==> src/rtl/rom_burst_reader.sv <==
`default_nettype none
// ============================================================================
// Module      : rom_burst_reader
// Description : Burst sequencer for a synchronous ROM with one-cycle read
//               latency. Delivers words in order on a valid/ready stream
//               through a 2-entry buffer with credit-based issue.
// Revision    : 1.0 - initial release
// ============================================================================
module rom_burst_reader #(
    parameter int ADDR_W = 2,
    parameter int DATA_W = 4
) (
    input  logic              clk,
    input  logic              rst,
    input  logic              start_i,
    input  logic [ADDR_W-1:0] start_addr_i,
    input  logic [ADDR_W:0]   burst_len_i,
    output logic              busy_o,
    output logic              done_o,
    output logic [ADDR_W-1:0] rom_addr_o,
    input  logic [DATA_W-1:0] rom_data_i,
    output logic [DATA_W-1:0] out_data_o,
    output logic              out_valid_o,
    input  logic              out_ready_i
);

    typedef enum logic [1:0] {
        S_IDLE  = 2'd0,
        S_READ  = 2'd1,
        S_DRAIN = 2'd2
    } state_t;

    localparam logic [ADDR_W-1:0] ADDR_ONE = {{(ADDR_W-1){1'b0}}, 1'b1};
    localparam logic [ADDR_W:0]   REM_ONE  = {{ADDR_W{1'b0}}, 1'b1};

    state_t            state_q, state_d;
    logic [ADDR_W-1:0] rom_addr_q, rom_addr_d;
    logic [ADDR_W:0]   remaining_q, remaining_d;
    logic              inflight_q, inflight_d;
    logic              done_q, done_d;

    logic [DATA_W-1:0] mem_q [2];
    logic              wr_ptr_q;
    logic              rd_ptr_q;
    logic [1:0]        count_q;
    logic [1:0]        count_d;

    logic              push_w;
    logic              pop_w;
    logic              issue_w;
    logic [2:0]        credit_w;

    assign pop_w  = (count_q != 2'd0) && out_ready_i;
    assign push_w = inflight_q;

    // Credits: buffered words plus the word still in the ROM pipeline,
    // minus the word leaving this edge, must leave room for one more.
    assign credit_w = {1'b0, count_q} + {2'b00, inflight_q} - {2'b00, pop_w};
    assign issue_w  = (state_q == S_READ) && (remaining_q != '0) && (credit_w < 3'd2);

    assign count_d  = count_q + {1'b0, push_w} - {1'b0, pop_w};

    always_comb begin
        state_d     = state_q;
        rom_addr_d  = rom_addr_q;
        remaining_d = remaining_q;
        inflight_d  = issue_w;
        done_d      = 1'b0;
        case (state_q)
            S_IDLE: begin
                if (start_i && (burst_len_i != '0)) begin
                    rom_addr_d  = start_addr_i;
                    remaining_d = burst_len_i;
                    state_d     = S_READ;
                end
            end
            S_READ: begin
                if (issue_w) begin
                    rom_addr_d  = rom_addr_q + ADDR_ONE;
                    remaining_d = remaining_q - REM_ONE;
                    if (remaining_q == REM_ONE) begin
                        state_d = S_DRAIN;
                    end
                end
            end
            S_DRAIN: begin
                // Leave once the buffer empties on this edge with nothing in flight.
                if ((count_d == 2'd0) && !inflight_d) begin
                    state_d = S_IDLE;
                    done_d  = 1'b1;
                end
            end
            default: begin
                state_d = S_IDLE;
            end
        endcase
    end

    always_ff @(posedge clk or posedge rst) begin
        if (rst) begin
            state_q     <= S_IDLE;
            rom_addr_q  <= '0;
            remaining_q <= '0;
            inflight_q  <= 1'b0;
            done_q      <= 1'b0;
        end else begin
            state_q     <= state_d;
            rom_addr_q  <= rom_addr_d;
            remaining_q <= remaining_d;
            inflight_q  <= inflight_d;
            done_q      <= done_d;
        end
    end

    always_ff @(posedge clk or posedge rst) begin
        if (rst) begin
            for (int i = 0; i < 2; i++) begin
                mem_q[i] <= '0;
            end
            wr_ptr_q <= 1'b0;
            rd_ptr_q <= 1'b0;
            count_q  <= 2'd0;
        end else begin
            if (push_w) begin
                mem_q[wr_ptr_q] <= rom_data_i;
                wr_ptr_q        <= ~wr_ptr_q;
            end
            if (pop_w) begin
                rd_ptr_q <= ~rd_ptr_q;
            end
            count_q <= count_d;
        end
    end

    assign busy_o      = (state_q != S_IDLE);
    assign done_o      = done_q;
    assign rom_addr_o  = rom_addr_q;
    assign out_data_o  = mem_q[rd_ptr_q];
    assign out_valid_o = (count_q != 2'd0);

endmodule
`default_nettype wire

==> config.mk <==
export PLATFORM = sky130hd
export DESIGN_NAME = rom_burst_reader
export DESIGN_NICKNAME = d
export VERILOG_FILES = /design/src/rtl/rom_burst_reader.sv
export SDC_FILE = /design/constraint.sdc
export NUM_CORES = 1
export LEC_CHECK = 0
export BUFFER_PORTS_ARGS = -buffer_cell sky130_fd_sc_hd__buf_2
export CAP_MARGIN = 20
export CORE_MARGIN = 5
export CORE_UTILIZATION = 48
export DETAILED_ROUTE_END_ITERATION = 10
export PLACE_DENSITY = 0.82
export SYNTH_ARGS = -nofsm -noshare
export SYNTH_HDL_FRONTEND = slang
export SYNTH_SLANG_ARGS = --single-unit
==> constraint.sdc <==
create_clock -name clk -period 2.6 [get_ports clk]
set_input_delay 0 -clock clk [delete_from_list [all_inputs] [get_ports clk]]
set_output_delay 0 -clock clk [all_outputs]
set_load 0.005 [all_outputs]
### Yosys cells after proc, flatten, opt, wreduce, memory -nomap -nowiden

Index checks and enable logic that the tools add are counted.
Widths: inputs -> output; s select.

* memory bits (writable): 0
* bits in registers: 21
* bits in latches: 0
* bits in read-only memories: 0
* logic and storage cells: 66
* memories kept: 0

* muxes and demuxes: 19
* bitwise logic cells: 4
* shift-type cells: 0
* $lt $le $gt $ge: 4
* equal/unequal tests: 7
* multipliers: 0
* add/sub/neg operators: 6
* div/mod/pow operators: 0
* reductions and logical operators: 16

Operators with widths (count)
* $mux 4: 4
* $mux 2: 6
* $bwmux 8: 1
* $logic_and 1x1->1: 6
* $mux 3: 2
* $ne 2x2->1 const B: 3
* $pmux 2 s3: 1
* $pmux 3 s2: 1
* $reduce_bool 2->1: 3
* $reduce_bool 3->1: 2
* $demux 4 s1: 1
* $ge 2x2->1 const B: 2
* $logic_not 2->1: 2
* $not 1->2: 2
* $pmux 2 s2: 1
* $reduce_and 4->1: 1
* $add 2x1->3: 1
* $eq 3x1->1 const B: 1
* $lt 3x2->1 const B: 1
* $reduce_and 3->1: 1
* $sub 3x1->3: 1
* $sub 3x1->3 const B: 1
* $add 2x1->2: 1
* $add 2x1->2 const B: 1
* other kinds (8): 10

### Logic depth before layout (Yosys ltp)

Gate-level depths: netlist of the first run.

* word-level depth: 9
* depth in mapped cells: 10
* depth with buffers taken out: 9

### Worst setup path before layout of the first run

Ideal clock, no wire load.

* kind: reg2reg
* from: register count_q[1]
* to: register remaining_q[1]
* setup slack: -0.303 ns
* data arrival time: 2.803 ns
* buffers on the path: 2
* stages on the path, launching flop included: 11
* library setup time: 0.099 ns
* period minus slack after synthesis: 2.903 ns
* path through: dfrtp_1 -> or2_2 -> and2_1 -> ha_1 -> inv_1 -> ha_1 -> fa_1 -> buf_4 -> or4_1 -> buf_2 -> a311oi_1

* longest elaborated chain between the ends: 7
* elaborated cells between the ends (all ways): 8
* classes of those cells: 2 x add/sub; 1 x order compare; 1 x eq/ne; 4 x reduce/logical

Ends and longest elaborated chain
* start, declared: RTL line 45 `logic [1:0] count_q;`
* start signal, assigned: RTL line 131 `count_q <= count_d;`
* $reduce_bool 2->1
* via out_valid_o: RTL line 23 `output logic out_valid_o,`
* $logic_and 1x1->1: RTL line 53 `assign pop_w = (count_q != 2'd0) && out_ready_i;`
* via pop_w: RTL line 49 `logic pop_w;`
* $sub 3x1->3: RTL line 58 `assign credit_w = {1'b0, count_q} + {2'b00, inflight_q} - {2'b00, pop_w};`
* $lt 3x2->1: RTL line 59 `assign issue_w = (state_q == S_READ) && (remaining_q != '0) && (credit_w < 3'd2);`
* $logic_and 1x1->1: RTL line 59
* $ne 2x2->1 (no line)
* $reduce_and 3->1 (no line)
* end signal, assigned: RTL line 109 `remaining_q <= remaining_d;`
* end, declared: RTL line 38 `logic [ADDR_W:0] remaining_q, remaining_d;`

The timed path passes the listed nets, and every way through them passes these cells.
A chain may end at the register's enable or synchronous reset.

### Worst setup path in the final report of the first run

* from: register count_q[1]
* to: register remaining_q[1]

* longest elaborated chain between the ends: 7
* elaborated cells between the ends (all ways): 8
* classes of those cells: 2 x add/sub; 1 x order compare; 1 x eq/ne; 4 x reduce/logical

Ends and longest elaborated chain (RTL line)
* $reduce_bool 2->1: 53
* $logic_and 1x1->1: 53
* via pop_w: 49
* $sub 3x1->3: 58
* $lt 3x2->1: 59
* $logic_and 1x1->1: 59
* $ne 2x2->1 (no line)
* $reduce_and 3->1 (no line)

The timed path passes the listed nets, and every way through them passes these cells.

==> results of run 1 <==
worst max-delay path by stage:
stage	endpoint	slack (ns)	cells past startpoint
after CTS	rom_addr_o[0]$_DFFE_PP0P_	-0.05	8
after detailed placement	remaining_q[1]$_DFFE_PP0P_	-0.13	9
final	remaining_q[1]$_DFFE_PP0P_	0.01	8
after floorplan	remaining_q[1]$_DFFE_PP0P_	-0.15	10
after global placement	remaining_q[1]$_DFFE_PP0P_	-0.003	8
after global routing	remaining_q[1]$_DFFE_PP0P_	-0.05	9
Yosys cell counts, drive strengths merged:
cell	count
dfrtp	21
mux2	12
inv	9
ha	5
nor4	5
nand2b	4
nor3	4
nand2	3
nand3b	3
o21ai	3
buf	2
nor2	2
nor2b	2
o221ai	2
or3b	2
xor2	2
a211o	1
a211oi	1
a21oi	1
a311oi	1
a32oi	1
and2	1
clkbuf	1
fa	1
nand3	1
nand4b	1
nor3b	1
o22ai	1
o311ai	1
or2	1
or2b	1
or3	1
or4	1
xnor2	1
critical path, stage by stage (launching register included):
cell and delay (ns):
dfrtp_1 0.40, or2_4 0.25, and2_4 0.15, ha_4 0.25, inv_2 0.03, ha_4 0.15
fa_2 0.46, or4_4 0.55, a311oi_2 0.26
registers in the layout (all words and copies together), names as in the netlist, 2 cells and up:
| register | count |
|---|---|
| mem_q | 8 |
| remaining_q | 3 |
| count_q | 2 |
| rom_addr_o | 2 |
| state_q | 2 |
stage by stage:
step                setup WS [ns]  TNS [ns]
finish                     0.0120         0
global route              -0.0492   -0.0492
CTS                       -0.0475   -0.0912
detailed placement         -0.131    -0.380
global placement         -0.00269  -0.00269
floorplan                  -0.147    -0.399
metal layers:
layer  global-route usage  part of all wire
met1                0.182              0.43
met2                0.277              0.51
met3               0.0312             0.050
met4               0.0695             0.015
met5                    0                 0
power by group through the flow:
stage / Sequential (mW) / Clock [mW] / Combinational [mW]
finish: 0.605 / 0.160 / 0.998
global route: 0.630 / 0.176 / 1.09
CTS: 0.605 / 0.163 / 0.925
detailed placement: 0.612 / 0 / 0.862
global placement: 0.600 / 0 / 0.822
floorplan: 0.570 / 0 / 0.643
kinds of logic after synthesis:
group / after synthesis / synth area share
fa+ha+maj: 6 / 0.0745
mux: 12 / 0.122
compound gates: 12 / 0.0779
flops: 21 / 0.474
simple gates: 33 / 0.183
buf+inv: 12 / 0.0451
xor+xnor: 3 / 0.0237
area by class of cell:
cell class | count | area (sq um)
Clock buffer | 3 | 22.5
Fill cell | 168 | 774
Sequential cell | 21 | 526
Tap cell | 28 | 35.0
Clock inverter | 1 | 5.00
Timing Repair Buffer | 33 | 213
Inverter | 9 | 33.8
Multi-Input combinational cell | 66 | 603
timing repair:
action                     4_1_cts  5_1_grt
buffers inserted                 0        1
hold endpoints to repair        31        0
setup endpoints to repair        5        6
resized for setup                3        4
gates cloned                     0        0
pin swaps                        0        0
hold buffers                     7        0
==> results.cfg, run 1 <==
[routing]
vias = 872
drc = 0
drt_iter0_markers = 12
wl_per_cell_um = 15.0
ant_nets = 0
drt_wl_total_mm = 2.42
avgViaCountPerCell = 5.42
drtPass1Iterations = 4

[yosys]
ys_ff_latch = 21
ys_types = 35
synth.top_cells.by_area = dfrtp_1, mux2_2, ha_1, inv_1, nor4_1
ys_seq_area_frac = 0.474
syn_area_sq_um = 1110
syn_inst = 99
syn_nets = 118
yosys_warnings = 0
synth_top_area_cell = dfrtp_1
synth_area_per_cell_sq_um = 11.2
synth_top_area_frac = 0.474

[setup_path]
reg2reg_slack_ns = 0.01
worstReg2RegEnd = remaining_q[1]$_DFFE_PP0P_
critPathMaxFanout = 6
worstPathRequired_ns = 2.82
r2r_start = count_q[1]$_DFF_PP0_
cp-end-kind = flop
cp_data_arrival_time_ns = 2.81
crit_start = count_q[1]$_DFF_PP0_
cp-start-kind = flop
critPathKind = flop to flop
r2r_cells = 8

[placement]
dp_hpwl_mm = 1.78
port_buffers = 21
placed_area_sq_um = 1290
post-place-cells = 149
gp_congestion = 0.842

[cts]
cts_tree = yes
clk_path_buf_depth = 2
clockRootBuffer = clkbuf_4
clk_pin_slew_ns = 0.12
h-tree-depth = 1
clkLatencyLatePin_ns = 0.30
cts.sink_count = 21
numCtsBuffers = 3

[global_route]
grt_use_total = 0.157
grt-ovfl-total = 0
antenna_found_initial = 0
grt_pass1_vias = 945
grt_max_degree = 22
grt_pass1_wl_mm = 4.10

[die]
die_x_um = 58.1
core_sq_um = 2210
dieHeight_um = 58.1
ios = 22
rows = 17
die_area_sq_um = 3370
start_util = 0.501

[hold_path]
holdPathEnd = remaining_q[0]$_DFFE_PP0P_
hp-class = input pin to flop
hold_depth = 3
min_from = burst_len_i[0]

[power_and_ir_drop]
p_sw_uw = 702
combPwrFrac = 0.566
swShare = 0.398
seq_power_share = 0.343
p_leak_nw = 0.646
vdd_drop_max_v = 0.000711
p_clk_frac = 0.091
pwr_density_cell_nw_per_um2 = 1230
internal_power_mw = 1.06
power_mw = 1.76

[final_layout]
nNetsFinal = 153
drive_above_1_share = 0.414
stdcell_count = 161
fin_area_sq_um = 1440
n_antenna_cell = 0
syn_to_final_growth_pct = 29.7
final_cell_mix = dfrtp_1, buf_2, mux2_2
fin_util = 0.650

[timing]
fin_crit_sh = 0.995
clock.fmax_mhz = 386
clock_skew_ns = 0.00215
final_max_slew_viol_count = 0
grt_setup_unrepaired = yes
finalHoldViolCount = 0
period_minus_slack_ns = 2.59
worst_pin_slew_ns = 0.794
holdWs_ns = 0.0129
setup_viol = 0
slew_headroom = 0.470

[flow_run]
cap_violations = 0

[status]
status = finished clean
Power figures use the tool's default switching activity.
==> run 2: changes to the inputs <==
MAX_ROUTING_LAYER = met4   (was not set)
==> run 2 against run 1 <==
Combinational power hardly changed. Die area stayed put. Hold slack hardly changed.
==> results.cfg, run 2 (synthesis gave the netlist of run 1 again) <==
[cts]
clockRootBuffer = clkbuf_4
clk_path_buf_depth = 2
clkLatencyLatePin_ns = 0.30
h-tree-depth = 1
cts.sink_count = 21
cts_tree = yes
clk_pin_slew_ns = 0.12
numCtsBuffers = 3

[power_and_ir_drop]
p_leak_nw = 0.646
power_mw = 1.76
pwr_density_cell_nw_per_um2 = 1230
vdd_drop_max_v = 0.000711

[die]
die_area_sq_um = 3370
start_util = 0.501
ios = 22
rows = 17
core_sq_um = 2210
dieHeight_um = 58.1
die_x_um = 58.1

[setup_path]
critical_path.most_common_cell = ha_4
cp_data_arrival_time_ns = 2.81
cp-start-kind = flop
critPathMaxFanout = 6
crit_family = simple AND/OR/NAND/NOR gates
critPathKind = flop to flop
crit_buf_inv = 1
worstPathRequired_ns = 2.82
cpPeakStageDelay_ns = 0.55
cpMaxStageDelayCell = or4_4
worstPathCellList = or2_4 > and2_4 > ha_4 > inv_2 > ha_4 > fa_2 > or4_4 > a311oi_2
cp-end-kind = flop
reg2reg_slack_ns = 0.01

[global_route]
use_met1 = 0.183
antenna_found_initial = 0
grt_pass1_vias = 945
grt_max_degree = 22
grt_pass1_wl_mm = 4.10
met2_usage = 0.277
grt_use_total = 0.162
grt-ovfl-total = 0
use_met3 = 0.0290
grt.busiest_layer = met2

[flow_run]
cap_violations = 0

[timing]
clock_skew_ns = 0.00215
clock.fmax_mhz = 386
worst_pin_slew_ns = 0.794
final_max_slew_viol_count = 0
fin_crit_sh = 0.995
finalHoldViolCount = 0
setup_ws_ns = 0.0120
setup_viol = 0
grt_setup_unrepaired = yes
slew_headroom = 0.470
period_minus_slack_ns = 2.59

[final_layout]
drive_above_1_share = 0.414
fin_area_sq_um = 1440
final_cell_mix = dfrtp_1, buf_2, mux2_2
top_regs = mem_q (8), remaining_q (3)
n_antenna_cell = 0
top_register = mem_q
largest_reg_flops = 8
nNetsFinal = 153
syn_to_final_growth_pct = 29.7

[placement]
port_buffers = 21
gp_congestion = 0.855
placed_area_sq_um = 1290
preCtsSetupSlack_ns = -0.131
dp_hpwl_mm = 1.78

[routing]
drtPass1Iterations = 4
drc = 0
drt_iter0_markers = 12
avgViaCountPerCell = 5.42
drt_wl_total_mm = 2.42
vias = 872
ant_nets = 0
wl_per_cell_um = 15.0

[hold_path]
hp-class = input pin to flop

[status]
status = finished clean
[run 2: cell counts in the layout (fill, tap and decap cells not counted)]
Identical to the previous run, type by type.
[run 2: where the power goes]
part / internal, mW / switching [mW]
Clock: 0.0574 / 0.103
Sequential: 0.481 / 0.124
Combinational: 0.523 / 0.475
Total: 1.06 / 0.702
[run 2: cell type report]
class	count	area [sq um]
sequential	21	526
clock inverter	1	5.00
timing repair buffer	33	213
clock buffer	3	22.5
multi-input combinational	66	603
tap	28	35.0
inverter	9	33.8
fill	168	774
[run 2: worst paths after layout]
| path | from | to | depth (start not counted) |
|---|---|---|---|
| setup / recovery | count_q[1]$_DFF_PP0_ | remaining_q[1]$_DFFE_PP0P_ | 8 |
| hold / removal | burst_len_i[0] | remaining_q[0]$_DFFE_PP0P_ | 3 |
| setup reg to reg | count_q[1]$_DFF_PP0_ | remaining_q[1]$_DFFE_PP0P_ | 8 |
| hold reg to reg | wr_ptr_q$_DFFE_PP0P_ | wr_ptr_q$_DFFE_PP0P_ | 1 |
| max in group asynchronous | rst | mem_q[0]$_DFFE_PP0P_ | 3 |
| min in group asynchronous | rst | remaining_q[0]$_DFFE_PP0P_ | 3 |
[run 2: layer usage]
metal / vias to the layer above / wire, um
met1: 417 / 1030
li1: 429 / -
met4: 0 / 36
met3: 4 / 119
met2: 22 / 1240
met5: - / 0
[run 2: worst reg2reg max path: stages (launching register included)]
cell      delay (ns)
dfrtp_1         0.40
or2_4           0.25
and2_4          0.15
ha_4            0.25
inv_2           0.03
ha_4            0.15
fa_2            0.46
or4_4           0.55
a311oi_2        0.26
[run 2: timing repair]
item | in CTS | in global routing
hold endpoints to repair | 31 | 0
endpoints found under the setup margin | 5 | 6
setup buffers | 0 | 1
hold buffers | 7 | 0
gates resized for setup | 3 | 4
[run 2: stage by stage]
stage	utilization	hold WS [ns]	setup TNS, ns	cells
global placement	0.584	0.168	-0.00269	149
global route	0.650	0.00514	-0.0492	161
detailed placement	0.584	0.196	-0.380	149
finish	0.650	0.0128	0	161
floorplan	-	-0.0235	-0.399	99
CTS	0.636	0.0107	-0.0912	160
